`src/rtl/pc_next_unit.sv`:
```
`default_nettype none
// ============================================================================
//  Module   : pc_next_unit
//  Brief    : MIPS fetch PC register and next-PC sequencer. Handles sequential,
//             branch, jump and jump-register redirects, with an optional
//             branch-delay-slot FSM.
//  Revision : 1.0  initial release
// ============================================================================
module pc_next_unit #(
    parameter logic [31:0] RESET_VECTOR = 32'h0040_0000,
    parameter bit          DELAY_SLOT   = 1'b1
) (
    input  logic        clk,
    input  logic        rst_n,
    input  logic        stall,
    input  logic        branch_taken,
    input  logic [31:0] shifted_offset,
    input  logic        jump,
    input  logic [25:0] jump_index,
    input  logic        jr,
    input  logic [31:0] jr_addr,
    output logic [31:0] pc,
    output logic [31:0] pc_plus4,
    output logic        fetch_valid,
    output logic        in_delay_slot,
    output logic        redirect_ign,
    output logic        misaligned
);

    typedef enum logic [0:0] {
        SEQ   = 1'b0,
        DELAY = 1'b1
    } state_t;

    state_t      r_state;
    state_t      w_state_nxt;
    logic [31:0] r_pc;
    logic [31:0] w_pc_nxt;
    logic [31:0] r_target;
    logic [31:0] w_target_nxt;
    logic        r_fetch_valid;
    logic        r_redirect_ign;
    logic        w_redirect_ign_nxt;
    logic        r_misaligned;
    logic        w_misaligned_nxt;

    logic [31:0] w_pc_plus4;
    logic [31:0] w_br_tgt;
    logic [31:0] w_j_tgt;
    logic [31:0] w_jr_tgt;
    logic [31:0] w_sel_tgt;
    logic        w_req;
    logic        w_accept;

    assign w_pc_plus4 = r_pc + 32'd4;
    assign w_br_tgt   = w_pc_plus4 + shifted_offset;
    assign w_j_tgt    = {w_pc_plus4[31:28], jump_index, 2'b00};
    assign w_jr_tgt   = {jr_addr[31:2], 2'b00};

    // jr outranks jump, which outranks a taken branch
    assign w_sel_tgt  = jr ? w_jr_tgt : (jump ? w_j_tgt : w_br_tgt);
    assign w_req      = jr | jump | branch_taken;
    assign w_accept   = r_fetch_valid & ~stall;

    always_comb begin
        w_pc_nxt           = r_pc;
        w_state_nxt        = r_state;
        w_target_nxt       = r_target;
        w_redirect_ign_nxt = 1'b0;
        w_misaligned_nxt   = 1'b0;
        if (w_accept) begin
            if (DELAY_SLOT && (r_state == DELAY)) begin
                // Delay slot has executed: commit the stored target, drop new requests
                w_pc_nxt           = r_target;
                w_state_nxt        = SEQ;
                w_redirect_ign_nxt = w_req;
            end else begin
                w_pc_nxt = w_pc_plus4;
                if (w_req) begin
                    w_misaligned_nxt = jr & (jr_addr[1:0] != 2'b00);
                    if (DELAY_SLOT) begin
                        w_target_nxt = w_sel_tgt;
                        w_state_nxt  = DELAY;
                    end else begin
                        w_pc_nxt = w_sel_tgt;
                    end
                end
            end
        end
    end

    always_ff @(posedge clk or negedge rst_n) begin
        if (!rst_n) begin
            r_pc           <= RESET_VECTOR;
            r_state        <= SEQ;
            r_target       <= 32'd0;
            r_fetch_valid  <= 1'b0;
            r_redirect_ign <= 1'b0;
            r_misaligned   <= 1'b0;
        end else begin
            r_pc           <= w_pc_nxt;
            r_state        <= w_state_nxt;
            r_target       <= w_target_nxt;
            r_fetch_valid  <= 1'b1;
            r_redirect_ign <= w_redirect_ign_nxt;
            r_misaligned   <= w_misaligned_nxt;
        end
    end

    assign pc            = r_pc;
    assign pc_plus4      = w_pc_plus4;
    assign fetch_valid   = r_fetch_valid;
    assign in_delay_slot = (r_state == DELAY);
    assign redirect_ign  = r_redirect_ign;
    assign misaligned    = r_misaligned;

endmodule
`default_nettype wire

```
`config.mk`:
```
export PLATFORM = sky130hd
export DESIGN_NAME = pc_next_unit
export DESIGN_NICKNAME = d
export VERILOG_FILES = /design/src/rtl/pc_next_unit.sv
export SDC_FILE = /design/constraint.sdc
export NUM_CORES = 1
export LEC_CHECK = 0
export ABC_AREA = 1
export CELL_PAD_IN_SITES_DETAIL_PLACEMENT = 2
export CELL_PAD_IN_SITES_GLOBAL_PLACEMENT = 2
export CORE_MARGIN = 2
export CORE_UTILIZATION = 26
export CTS_CLUSTER_SIZE = 8
export DETAILED_ROUTE_END_ITERATION = 8
export PLACE_DENSITY_LB_ADDON = 0.1
export SLEW_MARGIN = 15
export SYNTH_ARGS = -nofsm -noshare
export SYNTH_HDL_FRONTEND = slang
export SYNTH_SLANG_ARGS = --single-unit
export TNS_END_PERCENT = 100
```
`constraint.sdc`:
```
create_clock -name clk -period 3.2 [get_ports clk]
set_input_delay 0.32 -clock clk [delete_from_list [all_inputs] [get_ports clk]]
set_output_delay 0.32 -clock clk [all_outputs]
set_load 0.01 [all_outputs]
```
==> run_results.csv, run 1 <==
group,metric,value,unit
outcome,status,"finished with violations",
outcome,failed_checks,"negative setup slack",
layout,final_util,42.61,%
floorplan,row_count,57,
route,via_count,7999,
hold_path,min_path_type,"in -> async",
sta,fin_ws,-0.09928,ns
route,drtIter0Drc,434,
cts,clkTransAtPathRegs,0.06,ns
layout,antenna_cells,0,
critical_path,crit_required,3.43,ns
cts,numCtsBuffers,9,
sta,hold_ws,0.1997,ns
place,hpwlAfterDp,26960,um
synthesis,synth-seq-cells,68,
critical_path,crit_arrival,3.53,ns
power_and_ir_drop,p_leak,4.979,nW
floorplan,die_area,26150,um^2
place,placed_cells,1597,
place,io_buffers,163,
synthesis,synth_area_per_cell,6.273,um^2
synthesis,syn_inst,1031,
synthesis,synth_cell_type_count,47,
sta,setup_viol,11,
layout,final-instance-count-excl-fill,1631,
synthesis,async_flop_share,100.0,%
sta,fin_crit_sh,103.1,%
grt,grt_pass1_wl,49710,um
sta,tightest_slew,0.9603,ns
synthesis,synth_top_flop_cell,"dfrtp_1",
sta,rsz0062_at_grt,"yes",
place,place_ws,-0.1722,ns
sta,tns,-0.5313,ns
grt,grtUsageTotal,24.99,%
synthesis,synth_edf_count,0,
sta,relSlewSlack,35.98,%
route,ant_nets,0,
run,drv_cap,0,
cts,insertion_delay,0.34,ns
place,gp_congestion,0.8377,
layout,drive_gt1_share,25.86,%
cts,clk_path_buf_depth,2,
route,routed_wl,34570,um
cts,clockRootBuffer,"clkbuf_16",
sta,drv_slew,0,
critical_path,crit_path_end_kind,"flop",
synthesis,ys_seq_area_share,26.33,%
layout,area_growth,60.69,%
grt,grt_pass1_vias,8416,
grt,grt_max_degree,69,
route,post-route-drc-count,0,
power_and_ir_drop,powerDensity,778.0,nW/um^2
power_and_ir_drop,peakVddDrop,0.2757,mV
layout,fin_nets,1438,
sta,final-hold-violation-count,0,
cts,htree_levels,3,
floorplan,initial_utilization,26.52,%
grt,overflow,0,
cts,cts_tree,"done",
route,wire_per_inst,21.20,um
critical_path,start_kind,"flop",
critical_path,worst-path-max-fanout,4,
floorplan,ios,164,
floorplan,die_h,161.7,um
sta,fmax,0.3031,GHz
critical_path,crit_path_top_delay_cell,"dfrtp_1",
synthesis,synth_warnings,0,
grt,antenna_found_initial,0,
synthesis,synth_nets,1167,
critical_path,crit_path_cell_trace,"buf_6 > nand2_4 > nor2_4 > nand2_4 > nor2_4 > nand2_4 > nor2_8 > nand3_4 > xor2_1 > buf_4 > clkinvlp_4 > ha_4 > nand2_4 > nor3_4 > buf_6 > nand2_4 > nor2_2 > nand2_1 > nand3_1 > nand2_1 > nand3_2 > nand2_2 > nand2_2 > nand2_1",
critical_path,critical_path.max_stage_delay,0.39,ns
critical_path,cp_common_cell,"nand2_4",
floorplan,core,24390,um^2
sta,clock_skew,0.006507,ns
route,dr.pass1.iters,5,
floorplan,die_x,161.7,um
sta,fin_crit,3.299,ns
synthesis,synth_area,6467,um^2
cts,clock_sinks,68,
route,via_per_inst,4.904,
critical_path,crit_type,"reg -> reg",
-- where the power goes --
group          internal (W)  switching (W)
Clock              0.000648       0.000378
Sequential          0.00116       0.000294
Combinational       0.00244        0.00316
-- layout by cell type (no fill, tap or decap), types with 7 or more instances in the layout --
master           instances
clkdlybuf4s50_1        162
a21oi_2                 16
inv_1                  134
nand4_1                 10
ha_1                    21
nand2_1                298
nor2_1                  74
buf_4                  116
dfrtp_1                 65
o21ai_1                  7
nand2_4                 12
o221ai_1                15
nor2_4                  19
nor2_2                  15
inv_2                   19
nand3_2                 12
nand3_1                 52
a21oi_1                 39
o21ai_2                  7
xor2_1                   8
o211ai_1                16
o21ai_0                 31
nand2_2                 45
ha_4                    15
or2_2                   10
clkbuf_16                9
-- per-layer routing --
layer	share of wire (%)	global-route usage, %	up-vias
li1	-	-	3845
met1	47	35.00	4006
met2	50	43.38	132
met3	2.1	1.430	16
met4	0.91	3.902	0
met5	0	0	-
-- path summary, 6_finish.rpt --
check | cells after the start | slack (ns) | startpoint | endpoint
setup / recovery | 24 | -0.1 | pc[3] | r_target[22]
hold / removal | 2 | 0.20 | rst_n | r_target[3]
setup reg to reg | 24 | -0.1 | pc[3] | r_target[22]
hold reg to reg | 2 | 0.48 | r_target[27] | r_target[27]
max in group asynchronous | 2 | 2.32 | rst_n | pc[13]
min in group clk | 2 | 0.48 | r_target[27] | r_target[27]
-- cell usage after synthesis (2+ instances only) --
library cell | n | area share, %
nand2_1 | 347 | 20
inv_1 | 149 | 8.6
nor2_1 | 95 | 5.5
dfrtp_1 | 67 | 26
nand3_1 | 63 | 4.9
a21oi_1 | 59 | 4.6
o21ai_0 | 44 | 3.4
ha_1 | 39 | 7.5
o211ai_1 | 16 | 1.9
o221ai_1 | 15 | 2.0
clkbuf_1 | 13 | 0.75
xor2_1 | 13 | 1.8
nor3_1 | 12 | 0.93
nand4_1 | 10 | 0.97
or2_2 | 10 | 0.97
buf_2 | 9 | 0.70
nor2_4 | 9 | 1.6
inv_2 | 6 | 0.35
nand2_2 | 6 | 0.58
o21bai_1 | 5 | 0.58
nor2_2 | 4 | 0.39
o2111ai_1 | 4 | 0.54
a21o_1 | 3 | 0.35
buf_4 | 3 | 0.35
xnor2_1 | 3 | 0.41
and2_1 | 2 | 0.19
nand2_4 | 2 | 0.35
nand3b_1 | 2 | 0.23
nor4_1 | 2 | 0.19
o21a_1 | 2 | 0.23
-- through the flow --
stage                     total power [W]  area (um^2)
after global placement           0.005998         9176
after global routing             0.008651        10390
after detailed placement         0.006140         9176
final                            0.008086        10390
after floorplan                  0.003640         6467
after CTS                        0.007375         9679
-- worst max-delay path, delay by kind of cell, from the launching register on --
| family | cells | cell delay [ns] |
|---|---|---|
| xor+xnor | 1 | 0.15 |
| flops | 1 | 0.39 |
| simple gates | 18 | 1.75 |
| buf+inv | 4 | 0.58 |
| fa+ha+maj | 1 | 0.33 |
-- registers in the layout, summed over array words and instances (netlist names) --
register       cells
pc                32
r_target          32
fetch_valid        1
in_delay_slot      1
misaligned         1
redirect_ign       1
-- final cells by class --
type | instances | area [um^2]
inverters | 155 | 588.1
repair buffers | 285 | 2574
fillers | 2878 | 14000
multi-input cells | 783 | 4822
flip-flops and latches | 68 | 1705
clock buffers | 15 | 267.8
well taps | 324 | 405.4
clock inverters | 1 | 30.03
-- what timing repair did --
item | 4_1_cts | 5_1_grt
pin swaps | 5 | 53
cloned | 0 | 0
setup endpoints to repair | 14 | 24
setup buffers | 2 | 16
resized for setup | 47 | 162
hold buffers | 0 | 0
-- cell families (layout without fill, tap and decap cells) --
kind of cell	Yosys count	count (layout)	share of synthesized area, %
compound gates	156	156	14.63
xor+xnor	17	17	2.418
fa+ha+maj	40	40	7.855
buf+inv	180	456	10.80
flops	68	68	26.33
other cells	1	1	0.05798
simple gates	569	569	37.92
Note: power is estimated with default switching activity, not from simulation.
==> run 2, diff against run 1 <==
CTS_CLUSTER_DIAMETER = 40   (was not set)
GPL_TIMING_DRIVEN = 0   (was not set)
HOLD_SLACK_MARGIN = 0.12   (was not set)
==> run_results.csv, run 2 (synthesis results as in run 1) <==
group,metric,value,unit
sta,hold_ws,0.3881,ns
critical_path,crit_path_end_kind,"flop",
cts,clkTransAtPathRegs,0.06,ns
place,hpwlAfterDp,26610,um
route,ant_nets,0,
route,via_per_inst,4.999,
layout,multiInputGateArea,5434,um^2
power_and_ir_drop,p_leak,4.844,nW
place,io_buffers,161,
layout,num-fill-cells,2820,
grt,overflow,0,
critical_path,crit_family,"simple AND/OR/NAND/NOR gates",
route,wire_per_inst,22.38,um
critical_path,worst-path-max-fanout,5,
sta,final-hold-violation-count,0,
sta,setup_viol,5,
route,via_count,7888,
sta,fmax,0.3070,GHz
place,placed_area,8509,um^2
cts,insertion_delay,0.34,ns
critical_path,critical_path.max_stage_delay,0.36,ns
layout,final_util,43.22,%
hold_path,min_path_type,"in -> async",
layout,fin_nets,1385,
place,gp_congestion,0.8476,
cts,clockRootBuffer,"clkbuf_16",
floorplan,die_area,26150,um^2
sta,rsz0062_at_grt,"yes",
route,routed_wl,35320,um
floorplan,core,24390,um^2
floorplan,row_count,57,
sta,drv_slew,0,
outcome,status,"finished with violations",
critical_path,cp_common_cell,"nand2_1",
floorplan,die_x,161.7,um
grt,grtUsageTotal,24.91,%
grt,antenna_found_initial,1,
sta,fin_crit_sh,101.8,%
sta,tns,-0.1566,ns
run,drv_cap,0,
cts,clock_sinks,68,
critical_path,crit_path_top_delay_cell,"dfrtp_1",
grt,grt_max_degree,58,
cts,htree_levels,3,
critical_path,crit_type,"reg -> reg",
place,placed_cells,1517,
cts,cts_tree,"done",
layout,seqCellArea,1713,um^2
grt,grt_pass1_vias,8239,
sta,fin_ws,-0.05700,ns
layout,final_common_cell,"nand2_1",
critical_path,crit_required,3.47,ns
critical_path,crit_arrival,3.53,ns
route,post-route-drc-count,0,
cts,clk_path_buf_depth,2,
sta,relSlewSlack,47.33,%
critical_path,crit_path_cell_trace,"buf_4 > inv_4 > nor2_4 > nand2_4 > nor2_4 > nand2_4 > nor2_8 > nand2_4 > nor2_4 > xor2_4 > ha_4 > a21oi_4 > o21ai_2 > inv_1 > nand2_2 > a21oi_2 > nand2_1 > nand2_1 > nand3_2 > nand2_1 > nand2_1 > nand2_1",
route,drtIter0Drc,390,
floorplan,die_h,161.7,um
layout,antenna_cells,0,
sta,tightest_slew,0.7901,ns
layout,final_area,10540,um^2
power_and_ir_drop,peakVddDrop,0.2443,mV
layout,mostFrequentLayoutCells,"269 x nand2_1, 156 x clkdlybuf4s50_1, 124 x inv_1",
grt,grt_pass1_wl,49360,um
sta,clock_skew,0.007913,ns
route,dr.pass1.iters,4,
cts,numCtsBuffers,9,
layout,drive_gt1_share,28.79,%
critical_path,start_kind,"flop",
floorplan,initial_utilization,26.52,%
floorplan,ios,164,
sta,fin_crit,3.257,ns
critical_path,cp.buffers_inverters,3,
layout,area_growth,63.01,%
outcome,failed_checks,"negative setup slack",
power_and_ir_drop,powerDensity,761.9,nW/um^2
layout,final-instance-count-excl-fill,1578,
==> run 2: cell types whose count changed in the layout (fill, tap and decap cells not counted), sizes merged, moves of 3 or more <==
cell           delta
clkinv            +4
clkdlybuf4s50     -6
dlymetal6s2s      +3
clkbuf            +9
buf              -65
==> run 2: layout make-up <==
type	count	share of cell area (%)
clock buffers	11	2.302
clock inverters	5	0.2611
well taps	324	3.845
flip-flops and latches	68	16.25
multi-input cells	783	51.54
plain buffers	25	1.104
inverters	155	5.685
repair buffers	207	19.01
==> run 2: per-layer routing <==
metal / up-vias / global-route usage [%] / share of wire, %
met5: - / 0 / 0
met4: 0 / 3.781 / 1.2
met3: 30 / 1.532 / 2.9
met2: 149 / 44.87 / 52
met1: 3976 / 33.56 / 44
li1: 3733 / - / -
==> run 2: final timing paths <==
check,startpoint,slack [ns],depth (start not counted),to
max,pc[2],-0.06,22,r_target[28]
min,rst_n,0.39,2,redirect_ign
max reg2reg,pc[2],-0.06,22,r_target[28]
min reg2reg,r_target[28],0.48,2,r_target[28]
max in group asynchronous,rst_n,2.21,3,pc[22]
min in group clk,r_target[28],0.48,2,r_target[28]
==> run 2: metrics by stage <==
step,worst slack [ns],power (W)
after floorplan,0.2542,0.003640
after global placement,-0.6794,0.005437
after detailed placement,-0.5742,0.005567
after CTS,-0.03077,0.007069
after global routing,-0.2876,0.008555
final,-0.05700,0.008033
==> run 2: power by group <==
group          leakage [nW]  internal (W)  total, W  switching, W
logic                  3.87       0.00229   0.00558       0.00329
registers             0.842       0.00117   0.00153      0.000363
clock network         0.135      0.000540  0.000918      0.000378
==> run 2: timing repair <==
action / in CTS / in global routing
endpoints found under the setup margin: 26 / 31
setup buffers: 19 / 25
hold endpoints to repair: 11 / 0
gates resized for setup: 134 / 208
pin swaps: 25 / 83
hold buffers: 1 / 0
==> run 3, diff against run 2 <==
HOLD_SLACK_MARGIN = not set   (was 0.12)
==> results of run 3 <==
Same layout as run 2: the final DEF is identical, and so are final timing and power.
